===== config.mk =====
export PLATFORM = sky130hd
export DESIGN_NAME = vdp18_vram_arbiter
export DESIGN_NICKNAME = d
export VERILOG_FILES = /design/src/rtl/vdp18_vram_pkg.sv /design/src/rtl/vdp18_vram_grant.sv /design/src/rtl/vdp18_vram_arbiter.sv
export SDC_FILE = /design/constraint.sdc
export NUM_CORES = 1
export LEC_CHECK = 0
export ABC_AREA = 1
export CAP_MARGIN = 20
export CORE_ASPECT_RATIO = 0.6
export CORE_MARGIN = 4
export CORE_UTILIZATION = 35
export DETAILED_ROUTE_END_ITERATION = 10
export MAX_ROUTING_LAYER = met4
export PLACE_DENSITY = 0.7
export SLEW_MARGIN = 20
export SYNTH_ARGS = -nofsm -noshare
export SYNTH_HDL_FRONTEND = slang
export SYNTH_SLANG_ARGS = --single-unit

===== constraint.sdc =====
create_clock -name clk_i -period 3 [get_ports clk_i]
set_input_delay 0.6 -clock clk_i [delete_from_list [all_inputs] [get_ports clk_i]]
set_output_delay 0.6 -clock clk_i [all_outputs]
set_load 0.05 [all_outputs]

===== src/rtl/vdp18_vram_pkg.sv =====
// Shared types and sizes for the VDP VRAM arbiter.
package vdp18_vram_pkg;

    localparam int VRAM_AW = 14;
    localparam int VRAM_DW = 8;
    localparam int FAIR_CW = 4;

    typedef enum logic [1:0] {
        IDLE,
        ADDR,
        STROBE,
        DATA
    } vram_state_e;

    typedef enum logic {
        OWN_VID,
        OWN_CPU
    } vram_owner_e;

endpackage


===== src/rtl/vdp18_vram_grant.sv =====
// Combinational grant decision between video fetch and the CPU port.
// A requester whose ack is high this cycle is ignored, so a held request never double-grants.
import vdp18_vram_pkg::*;

module vdp18_vram_grant #(
    parameter int CPU_MAX_WAIT = 4
) (
    input  logic               vid_req,
    input  logic               cpu_req,
    input  logic               vid_ack,
    input  logic               cpu_ack,
    input  logic [FAIR_CW-1:0] fair_cnt,
    output logic               grant_vid,
    output logic               grant_cpu
);

    logic vid_ok;
    logic cpu_ok;
    logic cpu_forced;

    always_comb begin
        vid_ok     = vid_req & ~vid_ack;
        cpu_ok     = cpu_req & ~cpu_ack;
        // fair_cnt is tied to zero when fairness is not built, so this never fires then
        cpu_forced = (fair_cnt == FAIR_CW'(CPU_MAX_WAIT));
        grant_cpu  = cpu_ok & (~vid_ok | cpu_forced);
        grant_vid  = vid_ok & ~grant_cpu;
    end

endmodule


===== src/rtl/vdp18_vram_arbiter.sv =====
// VRAM access sequencer shared by video fetch and the CPU data port; one access is four slot ticks.
// Define VDP18_VRAM_FAIRNESS_EN to force a CPU grant after CPU_MAX_WAIT video grants while it waits.
import vdp18_vram_pkg::*;

module vdp18_vram_arbiter #(
    parameter int CPU_MAX_WAIT = 4
) (
    input  logic               clk_i,
    input  logic               reset_i,
    input  logic               clk_en_5m37_i,
    input  logic               vid_req_i,
    input  logic [VRAM_AW-1:0] vid_addr_i,
    output logic               vid_ack_o,
    output logic [VRAM_DW-1:0] vid_data_o,
    input  logic               cpu_req_i,
    input  logic               cpu_we_i,
    input  logic [VRAM_AW-1:0] cpu_addr_i,
    input  logic [VRAM_DW-1:0] cpu_data_i,
    output logic               cpu_ack_o,
    output logic [VRAM_DW-1:0] cpu_data_o,
    output logic               ram_ce_o,
    output logic               ram_we_o,
    output logic [VRAM_AW-1:0] ram_addr_o,
    output logic [VRAM_DW-1:0] ram_d_o,
    input  logic [VRAM_DW-1:0] ram_d_i
);

    // state  | meaning
    // IDLE   | no access in flight; a tick may grant
    // ADDR   | latched address on the bus, chip enabled
    // STROBE | write strobe asserted for a CPU write
    // DATA   | read data sampled on the closing tick

    vram_state_e        state_q;
    vram_state_e        state_d;
    vram_owner_e        owner_q;
    logic               we_q;
    logic [VRAM_AW-1:0] addr_q;
    logic [VRAM_DW-1:0] wdata_q;
    logic [FAIR_CW-1:0] fair_cnt;
    logic               grant_vid;
    logic               grant_cpu;
    logic               take_grant;
    logic               done;

    vdp18_vram_grant #(
        .CPU_MAX_WAIT(CPU_MAX_WAIT)
    ) u_grant (
        .vid_req   (vid_req_i),
        .cpu_req   (cpu_req_i),
        .vid_ack   (vid_ack_o),
        .cpu_ack   (cpu_ack_o),
        .fair_cnt  (fair_cnt),
        .grant_vid (grant_vid),
        .grant_cpu (grant_cpu)
    );

    always_ff @(posedge clk_i) begin
        if (reset_i) begin
            state_q <= IDLE;
        end else begin
            state_q <= state_d;
        end
    end

    always_comb begin
        state_d    = state_q;
        take_grant = 1'b0;
        done       = 1'b0;
        if (clk_en_5m37_i) begin
            case (state_q)
                IDLE: begin
                    take_grant = 1'b1;
                    if (grant_vid || grant_cpu) begin
                        state_d = ADDR;
                    end
                end
                ADDR:    state_d = STROBE;
                STROBE:  state_d = DATA;
                DATA: begin
                    done    = 1'b1;
                    state_d = IDLE;
                end
                default: state_d = IDLE;
            endcase
        end
    end

    assign ram_ce_o   = (state_q != IDLE);
    assign ram_we_o   = (state_q == STROBE) && (owner_q == OWN_CPU) && we_q;
    assign ram_addr_o = addr_q;
    assign ram_d_o    = wdata_q;

    always_ff @(posedge clk_i) begin
        if (reset_i) begin
            owner_q    <= OWN_VID;
            we_q       <= 1'b0;
            addr_q     <= '0;
            wdata_q    <= '0;
            vid_ack_o  <= 1'b0;
            cpu_ack_o  <= 1'b0;
            vid_data_o <= '0;
            cpu_data_o <= '0;
        end else begin
            vid_ack_o <= done && (owner_q == OWN_VID);
            cpu_ack_o <= done && (owner_q == OWN_CPU);
            if (take_grant && grant_vid) begin
                owner_q <= OWN_VID;
                addr_q  <= vid_addr_i;
                we_q    <= 1'b0;
            end else if (take_grant && grant_cpu) begin
                owner_q <= OWN_CPU;
                addr_q  <= cpu_addr_i;
                we_q    <= cpu_we_i;
                wdata_q <= cpu_data_i;
            end
            // writes leave the owner's read register untouched
            if (done && !we_q) begin
                if (owner_q == OWN_VID) begin
                    vid_data_o <= ram_d_i;
                end else begin
                    cpu_data_o <= ram_d_i;
                end
            end
        end
    end

`ifdef VDP18_VRAM_FAIRNESS_EN
    localparam logic [FAIR_CW-1:0] MAX_WAIT = FAIR_CW'(CPU_MAX_WAIT);

    always_ff @(posedge clk_i) begin
        if (reset_i) begin
            fair_cnt <= '0;
        end else if (!cpu_req_i || (take_grant && grant_cpu)) begin
            fair_cnt <= '0;
        end else if (take_grant && grant_vid && (fair_cnt != MAX_WAIT)) begin
            fair_cnt <= fair_cnt + 1'b1;
        end
    end
`else
    assign fair_cnt = '0;
`endif

endmodule


**Word-level counts from Yosys, hierarchy flattened**

Index checks and enable logic that the tools add are counted.

- Add/subtract/negate cells: 0
- $mul: 0
- Divide/modulo/power cells: 0
- Magnitude comparators: 0
- Equal/unequal tests: 4
- Shifts and indexed selects: 0
- Mux-type cells: 8
- Bitwise gates (word level): 10
- Reductions and logical operators: 17

Operators by type and width:

| operator | number |
|---|---|
| $mux 14 | 2 |
| $pmux 2 s4 | 1 |
| $reduce_and 2->1 | 4 |
| $logic_and 1x1->1 | 7 |
| $not 1->1 | 6 |
| $and 1x1->1 | 4 |
| $eq 2x2->1 const B | 2 |
| $mux 1 | 4 |
| $reduce_bool 2->1 | 2 |
| $eq 2x1->1 const B | 1 |
| $logic_not 2->1 | 1 |
| $mux 2 | 1 |
| $ne 2x2->1 const B | 1 |
| $reduce_or 2->1 | 1 |
| $logic_not 1->1 | 1 |
| $logic_or 1x1->1 | 1 |

- Register bits: 44
- Latch bits: 0
- Bits in writable memories: 0
- ROM bits: 0
- Input port bits: 50
- Output and inout port bits: 42
- Memories kept: 0

**Longest topological paths before layout**

Gate-level depths: netlist of the first run.

- Depth after elaboration: 9
- Gate-level depth with buffers: 10

**Modules after synthesis**

A second synthesis of the first run with hierarchy kept.

- Cell total of the unflattened synthesis: 353
- Area total of the unflattened synthesis: 2,229.6 um2

Modules (own cells, without submodules):

| module | times used | cells an instance | area each (um2) |
|---|---|---|---|
| vdp18_vram_arbiter | 1 | 336 | 2,155.8 |
| vdp18_vram_grant | 1 | 17 | 73.8 |

**Least setup slack after synthesis of the first run**

No wires, ideal clock.

- Path kind: reg-to-output
- From: register owner_q
- To: output port ram_we_o
- Arrival: 1,322 ps
- Data required time: 2,400 ps
- Path slack: 1,078 ps
- Stages on the path, launching flop included: 4
- Path buffers: 1
- Path through: dfxtp_1 -> clkbuf_1 -> nand2_1 -> nor2_1

- Longest elaborated chain between the ends: 2

RTL lines:

| what | line | text |
|---|---|---|
| start, declared | vdp18_vram_arbiter.sv:36 | `vram_owner_e owner_q;` |
| start signal, assigned | vdp18_vram_arbiter.sv:96 | `owner_q <= OWN_VID;` |
| start signal, assigned | vdp18_vram_arbiter.sv:108 | `owner_q <= OWN_VID;` |
| start signal, assigned | vdp18_vram_arbiter.sv:112 | `owner_q <= OWN_CPU;` |
| $logic_and 1x1->1 (2 in series) | vdp18_vram_arbiter.sv:90 | `assign ram_we_o = (state_q == STROBE) && (owner_q == OWN_CPU) && we_q;` |
| end, declared | vdp18_vram_arbiter.sv:22 | `output logic ram_we_o,` |

Every way passes these cells.

**Worst setup path in the final report of the first run**

- From: register state_q[0]
- To: output port ram_we_o

- Longest elaborated chain between the ends: 3

RTL lines:

| what | line | text |
|---|---|---|
| start, declared | vdp18_vram_arbiter.sv:34 | `vram_state_e state_q;` |
| start signal, assigned | vdp18_vram_arbiter.sv:62 | `state_q <= state_d;` |
| $eq 2x2->1 | vdp18_vram_arbiter.sv:90 |  |
| $logic_and 1x1->1 (2 in series) | vdp18_vram_arbiter.sv:90 |  |

Every way passes these cells.

==> flow_summary_export.csv, run 1 <==
group,metric,value,unit
run_status,status,"completed",
route,final_antenna_net_count,0,
placement,global_placement_routability_congestion,0.7950,
synth,synth.area.top_cells,"dfxtp_1, nand3_1, a21oi_1, nand2_1, inv_1",
synth,syn_nets,327,
floorplan,die_height,65.79,µm
global_routing,antenna_found_initial,0,
power,power.combinational.fraction,20.9,%
timing,timing_max_transition_violations_final,0,
global_routing,gr-total-overflow,0,
critical_path,crit_path_max_fanout,3,
global_routing,grt_first_pass_wirelength,9584,µm
route,post_drt_via_cell_ratio,4.687,
placement,port_buffers,91,
layout,final_layout_size_suffix_gt1_share,5.249,%
synth,post_synth.cell_area_avg,7.110,µm²
cts,cts_sinks,44,
global_routing,grt.total_usage,17.93,%
layout,antenna-diode-count,0,
floorplan,core_region_area,5230,µm²
cts,post_cts.repair.setup_buffers,0,
cts,clock-root-buffer,"clkbuf_8",
timing,fin_hold_ws,461.7,ps
timing,worst_relative_slew_slack,64.75,%
synth,yosysWarnings,0,
cts,tritoncts,"built",
route,vias,2006,
cts,worstSkewPairLatency,300,ps
cts,holdBufCountCts,0,
cts,numCtsBuffers,5,
floorplan,die_x,104.3,µm
timing,rsz0062_at_grt,"no",
floorplan,io_count,92,
floorplan,fp-row-count,20,
route,drt_wl_total,5825,µm
synth,netlist_instances,274,
cts,clockBufferDepth,2,
power,share_clk_of_total_power,39.3,%
floorplan,die_area,6863,µm²
layout,synthToLayoutAreaGrowth,56.45,%
synth,ys_ff_latch,44,
route,first_iter_violations,84,
timing,worst-slew-pin-transition,527.1,ps
timing,final-hold-violation-count,0,
synth,yosysUniqueCellTypes,18,
timing,finalCriticalPeriod,2469,ps
power,p_sw_share,26.11,%
power,power.density_cell_area,515.0,nW/µm²
route,first_pass_iters,4,
timing,final.period_utilization,82.29,%
power,p_int,1.160,mW
critical_path,cp_data_required_time,2400,ps
power,cellLeakagePower,1.233,nW
timing,report.final.setup_viol,0,
timing,clock_skew,7.498,ps
synth,synth_top_cell_area_share,45.22,%
min_path,min-delay-path-class,"register to register",
timing,aggregate_negative_setup_slack,0,ps
critical_path,cp-start-kind,"register",
global_routing,grt_start_max_net_pins,29,
synth,syn-cell-area,1948,µm²
cts,cts-htree-levels,2,
placement,post-dp-hpwl,4546,µm
route,avgRoutedWirePerCell,13.61,µm
power,p_seq_share,39.8,%
synth,synth-seq-area-share,45.22,%
layout,nets,414,
route,remaining_drc_errors,0,
cts,worst_setup_hold_path_clk_slew,80,ps
timing,fmax,405.1,MHz
cts,post_cts_resized,0,
floorplan,initial_core_util,37.25,%
power,vdd_drop_max,0.2343,mV
synth,biggest_area_consumer_among_synthesized_cells,"dfxtp_1",
power,total_switching_power,409.7,µW
critical_path,timing.critical_path.arrival,1870,ps
flow_run,cap_viol_max_count,0,
critical_path,critPathKind,"register to primary output",
global_routing,number_of_global_route_vias_before_repair,2003,
layout,fillers,497,
critical_path,end_kind,"primary output",
==> flip-flops by register name (all words and copies together) (netlist names) <==
signal and cells:
owner_q 1, vid_data_o 8, cpu_ack_o 1, ram_d_o 8, ram_addr_o 14, state_q 2, cpu_data_o 8, we_q 1
vid_ack_o 1
==> synthesized netlist by cell type, drive strengths merged <==
cell	count
inv	38
dfxtp	44
clkbuf	8
nor3	2
buf	7
a21oi	33
nand3	63
nand2	46
clkinv	1
o21ai	8
nor2	21
ha	3
==> critical path: stages, from the launching register on <==
cell and delay (ps):
dfxtp_1 320, inv_1 100, ha_1 150, inv_1 70
nor2_1 120, clkdlybuf4s50_1 820
==> layer usage <==
layer  global-route usage, %  vias to the layer above  wire length, µm
li1                        -                     1055                -
met1                   22.95                      895             2783
met2                   26.21                       54             2552
met3                   7.610                        2              464
met4                   4.478                        0               25
met5                       -                        -                0
==> cells in the final DEF (no fill, tap or decap), drive strengths merged <==
cell           count
bufinv             3
o21ai              8
dfxtp             44
nor2              21
clkinv             1
nand2             46
a21oi             33
buf                4
nor3               2
clkbuf             5
clkdlybuf4s50     91
nand3             63
inv               38
ha                 3
==> power by group through the flow <==
stage / logic (mW) / clock network, mW / registers (mW)
final: 0.327 / 0.617 / 0.625
after global routing: 0.355 / 0.657 / 0.628
after CTS: 0.329 / 0.628 / 0.625
after detailed placement: 0.329 / 0 / 0.638
after global placement: 0.324 / 0 / 0.638
after floorplan: 0.120 / 0 / 0.711
==> cell families after synthesis <==
kind of cell    after synthesis  share of synthesized area (%)
fa+ha+maj                     3                          1.927
compound gates               41                          10.53
flops                        44                          45.21
simple gates                132                          30.51
buf+inv                      54                          11.82
==> final timing paths <==
kind                        end       start  slack [ps]  depth (start not counted)
hold reg to reg      ram_d_o[2]  ram_d_o[2]         460                          2
setup reg to reg  ram_addr_o[4]  state_q[1]         950                          8
setup / recovery       ram_we_o  state_q[0]         530                          5
hold / removal       ram_d_o[2]  ram_d_o[2]         460                          2
==> cell type report <==
cell class              instances  area, µm²  share of cell area, %
repair buffers                 95      940.9                  30.87
flip-flops and latches         44      880.8                  28.90
multi-input cells             176      837.1                  27.46
inverters                      39      147.6                  4.844
clock inverters                 3      90.09                  2.956
well taps                      66      82.58                  2.709
clock buffers                   5      68.82                  2.258
==> per-stage QoR <==
stage	power, mW	cell area [µm²]	setup WS (ps)	utilization, %	cells
floorplan	0.8311	1948	1078	-	274
global placement	0.9625	2889	552.7	55.24	420
detailed placement	0.9670	2889	465.3	55.24	420
CTS	1.582	3048	516.4	58.28	428
global route	1.640	3048	413.8	58.28	428
finish	1.570	3048	531.3	58.28	428
Note: power is estimated with default switching activity, not from simulation.
==> run 2: changes to the inputs <==
- clock period: 3 -> 2.38 ns (I/O delays scaled with it)
==> flow_summary_export.csv, run 2 (synthesis gave the netlist of run 1 again) <==
group,metric,value,unit
run_status,status,"completed",
layout,largest_reg_flops,14,
global_routing,grt_first_pass_wirelength,9549,µm
floorplan,fp-row-count,20,
cts,holdBufCountCts,0,
placement,placed_area,2917,µm²
layout,nets,418,
critical_path,timing.critical_path.arrival,1490,ps
placement,port_buffers,91,
layout,multi_input_area,837.1,µm²
power,cellLeakagePower,1.273,nW
route,remaining_drc_errors,0,
layout,final_area,3078,µm²
timing,worst_slack,410.4,ps
floorplan,core_region_area,5230,µm²
route,drt_wl_total,5830,µm
min_path,min-delay-path-class,"register to register",
cts,cts-htree-levels,2,
timing,worst-slew-pin-transition,530.0,ps
global_routing,gr-total-overflow,0,
critical_path,critical_path.n_buffers_inverters,1,
global_routing,grt_start_max_net_pins,19,
critical_path,cp_data_required_time,1900,ps
min_path,worstHoldStart,"ram_d_o[2]",
timing,rsz0062_at_grt,"no",
critical_path,critical-path-max-stage-delay,830,ps
route,avgRoutedWirePerCell,13.50,µm
timing,fin_hold_ws,466.2,ps
floorplan,initial_core_util,37.25,%
floorplan,die_x,104.3,µm
critical_path,critPathKind,"register to primary output",
timing,timing_max_transition_violations_final,0,
layout,synthToLayoutAreaGrowth,58.00,%
cts,clockBufferDepth,2,
cts,numCtsBuffers,5,
route,final_antenna_net_count,0,
critical_path,r2r.worst_path.cells,8,
timing,clock_skew,5.865,ps
route,first_pass_iters,4,
critical_path,timing.rr.start,"state_q[0]",
flow_run,cap_viol_max_count,0,
timing,fmax,507.7,MHz
min_path,timing.hold.worst_endpoint,"ram_d_o[2]",
route,first_iter_violations,99,
global_routing,number_of_global_route_vias_before_repair,1989,
timing,final.period_utilization,82.76,%
timing,final-hold-violation-count,0,
floorplan,die_height,65.79,µm
floorplan,die_area,6863,µm²
route,post_drt_via_cell_ratio,4.725,
timing,aggregate_negative_setup_slack,0,ps
critical_path,reg2reg_slack,630,ps
floorplan,io_count,92,
cts,worstSkewPairLatency,290,ps
route,vias,2041,
layout,fillers,483,
layout,final_layout_size_suffix_gt1_share,6.557,%
placement,dp_worst_setup_slack,208.3,ps
global_routing,grt.total_usage,17.92,%
critical_path,timing.rr.end,"ram_addr_o[0]",
critical_path,cp_top_family,"buffers and inverters",
critical_path,cp-start-kind,"register",
layout,register_area,880.8,µm²
cts,tritoncts,"built",
placement,global_placement_routability_congestion,0.7779,
cts,worst_setup_hold_path_clk_slew,80,ps
layout,most_common_cell_after_layout_fill_and_taps_aside,"clkdlybuf4s50_1",
min_path,worstHoldPathCells,2,
global_routing,antenna_found_initial,0,
cts,clock-root-buffer,"clkbuf_8",
layout,highest_count_cells_in_the_layout_ignoring_fill_and_taps,"clkdlybuf4s50_1, nand3_1, dfxtp_1",
placement,post-dp-hpwl,4443,µm
layout,antenna-diode-count,0,
critical_path,end_kind,"primary output",
critical_path,slowest_stage,"clkdlybuf4s50_1",
cts,cts_sinks,44,
timing,report.final.setup_viol,0,
critical_path,crit_path_max_fanout,3,
power,vdd_drop_max,0.3253,mV
timing,worst_relative_slew_slack,64.55,%
power,power.density_cell_area,646.5,nW/µm²
timing,finalCriticalPeriod,1970,ps
critical_path,path_cells,"clkdlybuf4s50_1",
## run 2: worst max path at each step
stage / depth (start not counted) / end / slack, ps / startpoint
4_1_cts: 5 / ram_we_o / 50 / state_q[0]
3_3_place_gp: 7 / ram_addr_o[11] / 280 / clk_en_5m37_i
3_5_place_dp: 7 / ram_addr_o[0] / 210 / clk_en_5m37_i
6_report: 1 / vid_ack_o / 410 / vid_ack_o
5_1_grt: 7 / ram_addr_o[0] / 340 / clk_en_5m37_i
2_1_floorplan: 3 / ram_we_o / 580 / owner_q
## run 2: area by class of cell
cell class	instances	area share, %
repair buffers	99	31.54
flip-flops and latches	44	28.62
multi-input cells	176	27.20
inverters	39	4.797
clock inverters	3	2.927
well taps	66	2.683
clock buffers	5	2.236
## run 2: metrics by stage
stage / std cells / total power, mW / utilization (%)
final: 432 / 1.990 / 58.85
after global routing: 432 / 2.082 / 58.85
after CTS: 432 / 2.008 / 58.80
after detailed placement: 424 / 1.225 / 55.77
after global placement: 424 / 1.220 / 55.77
after floorplan: 274 / 1.048 / -
## run 2: timing repair
action                                  CTS  global route
setup buffers                             0             0
endpoints found under the setup margin    0             1
gates resized for setup                   0             1
## run 2: power breakdown
part	switching, mW	internal, mW	leakage, nW
clock	0.257	0.525	0.0784
sequential	0.0180	0.768	0.357
combinational	0.248	0.175	0.837
## run 2: routing by layer
metal,wire [µm],global-route usage [%]
met4,29,4.975
met1,2864,24.36
met2,2505,25.80
met3,430,5.463
met5,0,-
